**src/rtl/svpwm.sv**
```systemverilog
// Space-vector PWM modulator: alpha/beta Q15 reference to X/Y/Z, sector, dwell times,
// per-phase compare levels and six complementary gate drives against an external
// symmetric triangle carrier. Four register stages, one new sample accepted per cycle.
module svpwm #(
  parameter int K_SQRT3_2 = 28378,
  parameter int TS_FULL   = 32767
) (
  input  logic               tri_clk,
  input  logic               rst_n,
  input  logic signed [15:0] V_alpha,
  input  logic signed [15:0] V_beta,
  input  logic signed [15:0] carrier,
  output logic signed [15:0] X,
  output logic signed [15:0] Y,
  output logic signed [15:0] Z,
  output logic signed [15:0] Ta,
  output logic signed [15:0] Tb,
  output logic signed [15:0] T0,
  output logic signed [15:0] RefA,
  output logic signed [15:0] RefB,
  output logic signed [15:0] RefC,
  output logic [2:0]         sector,
  output logic [2:0]         switch,
  output logic [5:0]         gate
);

  localparam logic signed [31:0] KMul   = 32'(K_SQRT3_2);
  localparam logic signed [17:0] Full18 = 18'(TS_FULL);
  localparam logic [16:0]        Full17 = 17'(TS_FULL);

  // Map -32768 onto -32767 so the range is symmetric and negation never overflows.
  function automatic logic signed [15:0] clamp_in(input logic signed [15:0] v);
    return (v == 16'sh8000) ? 16'sh8001 : v;
  endfunction

  // Saturate a wide intermediate to +/-32767.
  function automatic logic signed [15:0] sat16(input logic signed [17:0] v);
    logic signed [15:0] r;
    if (v > 18'sd32767) begin
      r = 16'sd32767;
    end else if (v < -18'sd32767) begin
      r = -16'sd32767;
    end else begin
      r = 16'(v);
    end
    return r;
  endfunction

  // Value itself, with negative results forced to zero.
  function automatic logic signed [15:0] pos_clip(input logic signed [15:0] v);
    return v[15] ? 16'sd0 : v;
  endfunction

  // Saturating negation, with negative results forced to zero.
  function automatic logic signed [15:0] neg_clip(input logic signed [15:0] v);
    logic signed [15:0] r;
    if (!v[15]) begin
      r = 16'sd0;
    end else if (v == 16'sh8000) begin
      r = 16'sd32767;
    end else begin
      r = -v;
    end
    return r;
  endfunction

  // ---------------- stage 1: X/Y/Z ----------------
  logic signed [15:0] va_c, vb_c, vb_half;
  logic signed [31:0] ka_prod;
  logic signed [17:0] ka18, y_pre, z_pre;
  logic signed [15:0] x_d, y_d, z_d;

  // Input clamp, Ka = Va*sqrt(3)/2, and saturated Y/Z.
  always_comb begin
    va_c    = clamp_in(V_alpha);
    vb_c    = clamp_in(V_beta);
    vb_half = vb_c >>> 1;
    ka_prod = 32'(va_c) * KMul;
    ka18    = 18'(ka_prod >>> 15);
    y_pre   = 18'(vb_half) + ka18;
    z_pre   = 18'(vb_half) - ka18;
    x_d     = vb_c;
    y_d     = sat16(y_pre);
    z_d     = sat16(z_pre);
  end

  // ---------------- stage 2: sector and dwell ----------------
  logic [2:0]         sec_d;
  logic signed [15:0] ta_p, tb_p;
  logic [16:0]        sum17;
  logic signed [15:0] ta_d, tb_d, t0_d;

  // Sector decode from X/Y/Z signs; codes 100/011 cannot occur geometrically, fall to 1.
  always_comb begin
    sec_d = 3'd1;
    case ({~X[15], ~Y[15], ~Z[15]})
      3'b110:  sec_d = 3'd1;
      3'b111:  sec_d = 3'd2;
      3'b101:  sec_d = 3'd3;
      3'b001:  sec_d = 3'd4;
      3'b000:  sec_d = 3'd5;
      3'b010:  sec_d = 3'd6;
      default: sec_d = 3'd1;
    endcase
  end

  // Active-vector dwell selection plus overmodulation limiting.
  always_comb begin
    ta_p = 16'sd0;
    tb_p = 16'sd0;
    case (sec_d)
      3'd1: begin ta_p = neg_clip(Z); tb_p = pos_clip(X); end
      3'd2: begin ta_p = pos_clip(Y); tb_p = pos_clip(Z); end
      3'd3: begin ta_p = pos_clip(X); tb_p = neg_clip(Y); end
      3'd4: begin ta_p = pos_clip(Z); tb_p = neg_clip(X); end
      3'd5: begin ta_p = neg_clip(Y); tb_p = neg_clip(Z); end
      3'd6: begin ta_p = neg_clip(X); tb_p = pos_clip(Y); end
      default: begin ta_p = 16'sd0; tb_p = 16'sd0; end
    endcase
    sum17 = {1'b0, ta_p} + {1'b0, tb_p};
    ta_d  = ta_p;
    if (sum17 > Full17) begin
      // Keep Ta, trim Tb so the period is fully used by active vectors.
      tb_d = 16'(Full17 - {1'b0, ta_p});
      t0_d = 16'sd0;
    end else begin
      tb_d = tb_p;
      t0_d = 16'(Full17 - sum17);
    end
  end

  // ---------------- stage 3: compare levels ----------------
  logic signed [15:0] tmid;
  logic signed [17:0] t0_18, rl18, rm18, rs18;
  logic signed [15:0] rl, rm, rs;
  logic signed [15:0] ref_a_d, ref_b_d, ref_c_d;

  // Low/mid/high levels, then routed to phases by sector.
  always_comb begin
    tmid    = sector[0] ? Tb : Ta;
    t0_18   = 18'(T0);
    rl18    = t0_18 - Full18;
    rm18    = t0_18 + (18'(tmid) <<< 1) - Full18;
    rs18    = Full18 - t0_18;
    rl      = sat16(rl18);
    rm      = sat16(rm18);
    rs      = sat16(rs18);
    ref_a_d = 16'sd0;
    ref_b_d = 16'sd0;
    ref_c_d = 16'sd0;
    case (sector)
      3'd1: begin ref_a_d = rl; ref_b_d = rm; ref_c_d = rs; end
      3'd2: begin ref_b_d = rl; ref_a_d = rm; ref_c_d = rs; end
      3'd3: begin ref_b_d = rl; ref_c_d = rm; ref_a_d = rs; end
      3'd4: begin ref_c_d = rl; ref_b_d = rm; ref_a_d = rs; end
      3'd5: begin ref_c_d = rl; ref_a_d = rm; ref_b_d = rs; end
      3'd6: begin ref_a_d = rl; ref_c_d = rm; ref_b_d = rs; end
      default: begin ref_a_d = 16'sd0; ref_b_d = 16'sd0; ref_c_d = 16'sd0; end
    endcase
  end

  // ---------------- stage 4: carrier compare ----------------
  logic signed [15:0] car_q1, car_q2, car_q3;
  logic               vld_q1, vld_q2, vld_q3;
  logic [2:0]         sw_d;

  // Strict compare: carrier equal to the level leaves the upper switch off.
  always_comb begin
    sw_d = {car_q3 > RefA, car_q3 > RefB, car_q3 > RefC};
  end

  // Pipeline registers; the valid chain keeps gates off until the first real sample lands.
  always_ff @(posedge tri_clk or negedge rst_n) begin
    if (!rst_n) begin
      X      <= '0;
      Y      <= '0;
      Z      <= '0;
      sector <= '0;
      Ta     <= '0;
      Tb     <= '0;
      T0     <= '0;
      RefA   <= '0;
      RefB   <= '0;
      RefC   <= '0;
      switch <= '0;
      gate   <= '0;
      car_q1 <= '0;
      car_q2 <= '0;
      car_q3 <= '0;
      vld_q1 <= 1'b0;
      vld_q2 <= 1'b0;
      vld_q3 <= 1'b0;
    end else begin
      X      <= x_d;
      Y      <= y_d;
      Z      <= z_d;
      car_q1 <= carrier;
      vld_q1 <= 1'b1;
      sector <= sec_d;
      Ta     <= ta_d;
      Tb     <= tb_d;
      T0     <= t0_d;
      car_q2 <= car_q1;
      vld_q2 <= vld_q1;
      RefA   <= ref_a_d;
      RefB   <= ref_b_d;
      RefC   <= ref_c_d;
      car_q3 <= car_q2;
      vld_q3 <= vld_q2;
      if (vld_q3) begin
        switch <= sw_d;
        gate   <= {sw_d[2], ~sw_d[2], sw_d[1], ~sw_d[1], sw_d[0], ~sw_d[0]};
      end else begin
        switch <= '0;
        gate   <= '0;
      end
    end
  end

endmodule

```
**config.mk**
```make
export PLATFORM = sky130hd
export DESIGN_NAME = svpwm
export DESIGN_NICKNAME = d
export VERILOG_FILES = /design/src/rtl/svpwm.sv
export SDC_FILE = /design/constraint.sdc
export NUM_CORES = 1
export LEC_CHECK = 0
export ABC_AREA = 1
export ABC_CLOCK_PERIOD_IN_PS = 8100
export BUFFER_PORTS_ARGS = -buffer_cell sky130_fd_sc_hd__buf_2
export CAP_MARGIN = 20
export CORE_UTILIZATION = 45
export CTS_CLUSTER_DIAMETER = 30
export CTS_CLUSTER_SIZE = 30
export DETAILED_ROUTE_END_ITERATION = 8
export MAX_ROUTING_LAYER = met4
export PLACE_DENSITY = 0.73
export SETUP_SLACK_MARGIN = 0.4
export SLEW_MARGIN = 5
export SYNTH_ARGS = -nofsm -noshare
export SYNTH_HDL_FRONTEND = slang
export SYNTH_SLANG_ARGS = --single-unit
export TNS_END_PERCENT = 20
```
**constraint.sdc**
```tcl
create_clock -name tri_clk -period 8.1 [get_ports tri_clk]
set_input_delay 1.62 -clock tri_clk [delete_from_list [all_inputs] [get_ports tri_clk]]
set_output_delay 1.62 -clock tri_clk [all_outputs]
set_load 0.005 [all_outputs]
```
**Yosys cells after proc, flatten, opt, wreduce, memory -nomap -nowiden**

Index checks and enable logic that the tools add are counted.

- RAM bits: 0
- Word-level logic and storage cells: 114
- Input port bits: 50
- Bits in latches: 0
- Memories: 0
- Flip-flop bits (word level): 207
- Output and inout port bits: 156
- Bits in read-only memories: 0

- Reductions and logical operators: 10
- Bitwise logic cells: 6
- $mul: 1
- $lt $le $gt $ge: 14
- Add/sub/neg operators: 12
- Multiplexer cells: 32
- Div/mod/pow operators: 0
- Shift operators: 0
- Equality and inequality tests: 21

Operators with widths:

| operator | number |
|---|---|
| $mux W16 | 21 |
| $pmux W16 S6 | 2 |
| $pmux W16 S3 | 3 |
| $eq A16 B16 Y1 const B | 5 |
| $gt A18 B16 Y1 const B | 3 |
| $lt A18 B16 Y1 const B | 3 |
| $gt A16 B16 Y1 | 3 |
| $neg A16 Y16 | 3 |
| $mux W15 | 3 |
| $gt A17 B16 Y1 const B | 2 |
| $lt A17 B16 Y1 const B | 2 |
| $sub A15 B16 Y16 const A | 2 |
| $mul A16 B15 Y31 const B | 1 |
| $eq A3 B3 Y1 const B | 8 |
| $add A15 B17 Y18 | 1 |
| $add A16 B17 Y18 | 1 |
| $reduce_or A2 Y1 | 9 |
| $sub A15 B17 Y18 | 1 |
| $sub A18 B16 Y18 const B | 1 |
| $add A16 B16 Y17 | 1 |
| $gt A17 B15 Y1 const B | 1 |
| $sub A16 B16 Y17 const A | 1 |
| $sub A16 B16 Y17 const B | 1 |
| $eq A3 B2 Y1 const B | 5 |
| 6 further kinds | 13 |

**Depth between registers and ports, before layout**

Gate-level depths: netlist (run 1).

- Depth after elaboration: 8
- Mapped depth: 49
- Depth with buffers taken out: 48

**Least setup slack after synthesis (run 1)**

No wires, ideal clock.

- Kind: input -> register
- Start point: input V_alpha[14]
- End point: register Z[0]
- Arrival time: 8644 ps
- Stages on the path: 40
- Buffers on the path: 2
- Library setup time: 130 ps
- Slack: -674 ps
- Data required time: 7970 ps
- Cell sequence: inv_1 -> ha_1 -> nand3_1 -> nor2_1 -> nand3_1 -> nand2_1 -> ha_1 -> inv_1 -> fa_1 -> inv_1 -> fa_1 -> fa_1 -> fa_1 -> inv_1 -> fa_1 -> inv_1 -> ha_1 -> nand2_1 -> (+4 left out) -> o21ai_0 -> a21o_1 -> xor2_1 -> ha_1 -> buf_2 -> nor2_2 -> nand2_1 -> nor2_1 -> nand3b_1 -> nand3_1 -> nand2_1 -> nand2_1 -> nand2_1 -> nor2_1 -> nand2_1 -> nand3_2 -> buf_6 -> nand3_1

- Longest elaborated chain between the ends: 7
- Elaborated cells between the ends (all ways): 8
- Classes of those cells: add/sub: 1; mul: 1; order compare: 2; eq/ne: 1; mux: 3

Ends and longest elaborated chain:

| element | line | source |
|---|---|---|
| from (decl) | 10 | `input logic signed [15:0] V_alpha,` |
| $eq A16 B16 Y1 | 33 | `return (v == 16'sh8000) ? 16'sh8001 : v;` |
| $mux W16 * | 33 |  |
| $mul A16 B15 Y31 * | 78 | `ka_prod = 32'(va_c) * KMul;` |
| $sub A15 B17 Y18 * | 81 | `z_pre = 18'(vb_half) - ka18;` |
| $lt A18 B16 Y1 | 41 | `end else if (v < -18'sd32767) begin` |
| $mux W16 | 41 |  |
| $mux W16 * | 39 | `if (v > 18'sd32767) begin` |
| net z_d[0] | 71 | `logic signed [15:0] x_d, y_d, z_d;` |
| to (signal assigned) | 196 | `Z <= z_d;` |
| to (decl) | 15 | `output logic signed [15:0] Z,` |

The timed path passes the listed nets; every way through them passes the cells marked *.

**Worst setup path in the final report (run 1)**

- Start point: input V_alpha[5]
- End point: register Z[2]

Same word-level chain as after synthesis.

==> results of run 1 <==
[kinds of logic (layout without fill, tap and decap cells)]
family,Yosys count,after routing,synth area share [%]
simple gates,1356,1358,26.80
other cells,2,2,0.03509
flops,204,204,23.85
xor+xnor,63,63,2.683
compound gates,340,340,9.383
buf+inv,652,1142,11.80
mux,1,1,0.04677
fa+ha+maj,360,360,25.40
[area by class of cell]
| type | count | area [um2] |
|---|---|---|
| tap | 607 | 759.5 |
| sequential | 204 | 5105 |
| inverter | 575 | 2233 |
| fill | 4189 | 18650 |
| multi-input combinational | 2124 | 15260 |
| clock inverter | 24 | 235.2 |
| timing repair buffer | 496 | 3408 |
| clock buffer | 47 | 1099 |
[worst paths after layout]
check / slack (ps) / end / depth (start not counted)
min in group asynchronous: 1150 / Tb[9]$_DFF_PN0_ / 1
max: -70 / Z[2]$_DFF_PN0_ / 40
min: 340 / car_q2[3]$_DFF_PN0_ / 0
max reg2reg: 2990 / Tb[0]$_DFF_PN0_ / 17
min reg2reg: 340 / car_q2[3]$_DFF_PN0_ / 0
max in group asynchronous: 5730 / gate[4]$_DFF_PN0_ / 2
[layout by cell type (no fill, tap or decap), types with 13 or more instances in the layout]
cell type / netlist / routed
a21oi_1: 133 / 100
a21oi_2: 4 / 28
buf_2: 24 / 194
buf_4: 7 / 272
buf_6: 3 / 21
clkbuf_16: 0 / 41
dfrtp_1: 204 / 204
fa_1: 124 / 118
ha_1: 236 / 182
ha_4: 0 / 51
inv_1: 553 / 505
inv_2: 20 / 51
nand2_1: 853 / 789
nand2_2: 11 / 62
nand2_4: 2 / 15
nand3_1: 164 / 154
nand3b_1: 13 / 13
nand4_1: 57 / 57
nor2_1: 181 / 165
nor2_2: 10 / 15
nor2_4: 3 / 14
nor3_1: 32 / 28
o21ai_0: 66 / 50
o21ai_1: 24 / 28
o22ai_1: 22 / 22
xor2_1: 44 / 38
[repair_timing]
item                                    in CTS  in global routing
endpoints found under the setup margin      32                 32
pin swaps                                  100                 55
cloned                                       2                  0
setup buffers                               21                  6
resized for setup                          193                 83
[metal layers]
metal | part of all wire [%] | GRT usage [%]
met5 | 0 | -
met3 | 6.2 | 2.761
met1 | 41 | 35.91
met4 | 4.4 | 12.30
met2 | 48 | 48.17
[metrics by stage]
step           std cells  TNS, ps
3_3_place_gp        3976   -28090
5_1_grt             4077   -11610
4_1_cts             4070   -908.3
6_report            4077    -1008
3_5_place_dp        3976   -32210
2_1_floorplan       2978    -1721
==> metrics.md, run 1 <==
| Metric | Value |
|---|---|
| Max Freq | 0.1224 GHz |
| Total grt overflow | 0 |
| ANT nets after route | 0 |
| Cell taking the most area after synthesis | dfrtp_1 |
| Status | finished, violations left |
| Routability cong. | 1.037 |
| Final Cell Area | 28100 um2 |
| Critical path fanouts, max | 8 |
| Clk sinks | 204 |
| Critical Path RT | around 8500 ps |
| Rows | 79 |
| Area grow syn2layout | 31.32% |
| Synth Area per Inst | 7.187 um2 |
| Routed vias | about 21000 |
| Ratio of cells with drive above 1 in the final layout | 25.99% |
| Final min period | slightly above 8000 ps |
| # diodes | 0 |
| Final hold violations | 0 |
| Place WS | -1103 ps |
| Share of the clock period used by the worst path | 100.9% |
| Drt via density | 5.206 |
| Slew @ Worst Pin | 1088 ps |
| Yosys reg bits | 204 |
| Rel. slew slack | 27.21% |
| Post-synth ARST share | 100.0% |
| Maximum number of pins on one net before global-route repair | 99 |
| Syn_nets | 3388 |
| Setup Crit Path Kind | input port to flop |
| CP Buf/Inv Count | 10 |
| Most common cell in the netlist | nand2_1 |
| Vias in the first global route | 20696 |
| CP Launch Point | V_alpha[5] |
| Initial antenna violation count | 0 |
| Synth unique cells | 57 |
| FF-to-FF Start | X[15]$_DFF_PN0_ |
| Die height | 220.1 um |
| Hold Slack | 344.6 ps |
| Setup crit start kind | input port |
| Clk pin slew, worst setup/hold paths | 50 ps |
| Gr usage total | 28.96% |
| Synth top area cells | dfrtp_1 24%, nand2_1 15%, ha_1 14%, fa_1 12%, inv_1 9.7% |
| Placed cell area | 25370 um2 |
| First-pass GRT wire length | 106800 um |
| DRC viols | 19 |
| Clock Skew | 20.32 ps |
| CP top delay family | adder cells |
| Worst-skew pair later-pin latency | between 500 and 600 ps |
| Worst Setup End Kind | flop |
| WL per Instance | 16.82 um |
| Root Buffer | clkbuf_16 |
| Top cells by count, synth | 853 x nand2_1, 553 x inv_1, 236 x ha_1 |
| CTS tree | yes |
| Die footprint | 48440 um2 |
| Crit-path slowest cell | fa_1 |
| Final setup fails | 24 |
| Hold_buf cts | 0 |
| Core area | 46750 um2 |
| Worst path most repeated cell | nand2_1 |
| Die X | approximately 220 um |
| Slowest cell delay on critical path | 600 ps |
| Failing checks | DRC, setup timing |
| DRT Pass-1 Iters | 8 |
| H-tree depth | 2 |
| Aggregate routed wire length | 68570 um |
| EDFF count, synth | 0 |
| Yosys warns | 0 |
| Layout net count | 3850 |
| Sequential-to-total area share from yosys stat | a little under a quarter |
| Cell area after synthesis | about 21000 um2 |
| CTS buffer count | 39 |
| MaxCap Viol Count | 0 |
| Core Util, Final | between 60% and 70% |
| RSZ-0062 raised after global routing | yes |
| Ports | 206 |
| Fin. max-slew vios | 0 |
| Dpl hpwl | between 50000 and 60000 um |
| Setup slack after layout | -69.41 ps |
| Starting Density | between 40% and 50% |
| Port bufs | 205 |
| Top cell type's share of synthesized area | 23.85% |
| Hold_sp | car_q1[3]$_DFF_PN0_ |
| Synth Instances | 2978 |
| Arrival time at the worst endpoint | 8580 ps |
| Drt initial violations | roughly 1600 |
| Worst hold-check path type | flop to flop |
| Clock buffer depth | 3 |
| Post-synth top flop | dfrtp_1 |
Power of run 1 is left out: the tool's default activity adds up to more than one toggle a clock period on the data nets, which glitch-free logic cannot reach.
==> inputs of run 2 (changes only) <==
- CTS_BUF_LIST: unset -> sky130_fd_sc_hd__clkbuf_8
- SKIP_LAST_GASP: unset -> 1
==> metrics.md, run 2 (synthesized netlist as in run 1, its figures left out) <==
| Metric | Value |
|---|---|
| CP Buf/Inv Count | 13 |
| Final setup fails | 23 |
| Hold_sp | car_q1[14]$_DFF_PN0_ |
| Crit-path slowest cell | fa_1 |
| Die height | 220.1 um |
| Layout net count | 3840 |
| Starting Density | 45.78% |
| MaxCap Viol Count | 0 |
| GR peak layer | met2 |
| Fin. max-slew vios | 0 |
| Rel. slew slack | 29.19% |
| CP top delay family | adder cells |
| Routability cong. | 1.037 |
| Routed vias | 20905 |
| Root Buffer | clkbuf_8 |
| RSZ-0062 raised after global routing | yes |
| Drt via density | 5.140 |
| Drt initial violations | 1473 |
| Setup TNS | -1288 ps |
| Ratio of cells with drive above 1 in the final layout | about a quarter |
| Arrival time at the worst endpoint | 8690 ps |
| Most frequent cells in the layout | 810 x nand2_1, 516 x inv_1, 269 x buf_4 |
| Final hold violations | 0 |
| Port bufs | ~210 |
| Status | finished, violations left |
| Final Cell Area | about 27000 um2 |
| Critical Path RT | 8610 ps |
| Clk sinks | 204 |
| Total grt overflow | 0 |
| DRT Pass-1 Iters | 8 |
| Setup crit start kind | input port |
| Clock Skew | 34.37 ps |
| WL per Instance | about 16 um |
| Hold Slack | around 350 ps |
| Placed cell area | 25370 um2 |
| Gr usage total | 28.48% |
| # diodes | 0 |
| Slew @ Worst Pin | about 1100 ps |
| Maximum number of pins on one net before global-route repair | slightly below 100 |
| Commonest non-fill, non-tap cell in the layout | nand2_1 |
| Global-route track usage on met2 | 46.94% |
| Vias in the first global route | 20374 |
| Grt met1 use | 35.37% |
| FF-to-FF Start | X[15]$_DFF_PN0_ |
| Hold_buf cts | 0 |
| Fill cell count | approximately 4300 |
| Final min period | 8182 ps |
| Max Freq | 0.1222 GHz |
| Failing checks | DRC, setup timing |
| ANT nets after route | 0 |
| Dpl hpwl | between 50000 and 60000 um |
| CP Launch Point | V_alpha[4] |
| Die X | 220.1 um |
| H-tree depth | 2 |
| Die footprint | 48440 um2 |
| First-pass GRT wire length | 104800 um |
| Area grow syn2layout | 27.11% |
| Rows | 79 |
| Slowest cell delay on critical path | 530 ps |
| Worst path most repeated cell | nand2_1 |
| GR Layer Usage met3 | 3.050% |
| DRC viols | 19 |
| Share of the clock period used by the worst path | 101.0% |
| Worst hold-check path type | flop to flop |
| Clock buffer depth | 3 |
| Core area | 46750 um2 |
| CTS buffer count | 39 |
| Setup slack after layout | -82.12 ps |
| Initial antenna violation count | 0 |
| Worst-skew pair later-pin latency | 570 ps |
| Worst Setup End Kind | flop |
| CTS tree | yes |
| Ports | 206 |
| Aggregate routed wire length | around 67000 um |
| Clk pin slew, worst setup/hold paths | 70 ps |
| Setup Crit Path Kind | input port to flop |
| Core Util, Final | 58.19% |
| Critical path fanouts, max | 8 |
==> run 2: through the flow <==
step           setup WS [ps]  instances
5_1_grt               -413.9       4067
4_1_cts               -29.42       4062
3_5_place_dp           -1103       3976
6_report              -82.12       4067
3_3_place_gp          -934.2       3976
2_1_floorplan         -87.46       2978
==> run 2: area by class of cell <==
type                            instances  area [um2]  share of cell area (%)
Inverter                              575        2223                   8.173
Tap cell                              607       759.5                   2.792
Sequential cell                       204        5105                   18.76
Clock inverter                         25       230.2                  0.8463
Multi-Input combinational cell       2124       14960                   55.00
Timing Repair Buffer                  486        3292                   12.10
Clock buffer                           46       633.1                   2.327
==> run 2: worst paths after layout <==
check                                        to  slack (ps)  depth (start not counted)
max                              Y[6]$_DFF_PN0_         -80                         44
min                        car_q2[14]$_DFF_PN0_         350                          0
max reg2reg                     Tb[1]$_DFF_PN0_        3000                         17
min reg2reg                car_q2[14]$_DFF_PN0_         350                          0
max in group asynchronous    RefB[14]$_DFF_PN0_        5730                          2
min in group asynchronous       Tb[9]$_DFF_PN0_        1110                          1
==> run 2: worst reg2reg max path: cells and delay by family (launching register included) <==
| family | cells | cell delay [ps] |
|---|---|---|
| buffers and inverters | 3 | 1420 |
| AND/OR/NAND/NOR | 6 | 1360 |
| AO/OA/AOI/OAI | 7 | 1250 |
| flip-flops | 1 | 570 |
| adder cells (fa/ha/maj) | 1 | 320 |
==> run 2: repair_timing <==
item | 4_1_cts | 5_1_grt
resized for setup | 145 | 43
setup buffers | 13 | 4
endpoints found under the setup margin | 32 | 32
gates cloned | 2 | 0
pin swaps | 101 | 23
endpoints found under the hold margin | 0 | 0
==> run 2: layer usage <==
layer / vias up / share of wire (%) / wire [um]
li1: 10303 / - / -
met1: 9712 / 42 / 27810
met2: 702 / 47 / 31670
met3: 188 / 6.4 / 4300
met4: 0 / 4.6 / 3081
met5: - / 0 / 0
Power of run 2 is left out for the same reason.
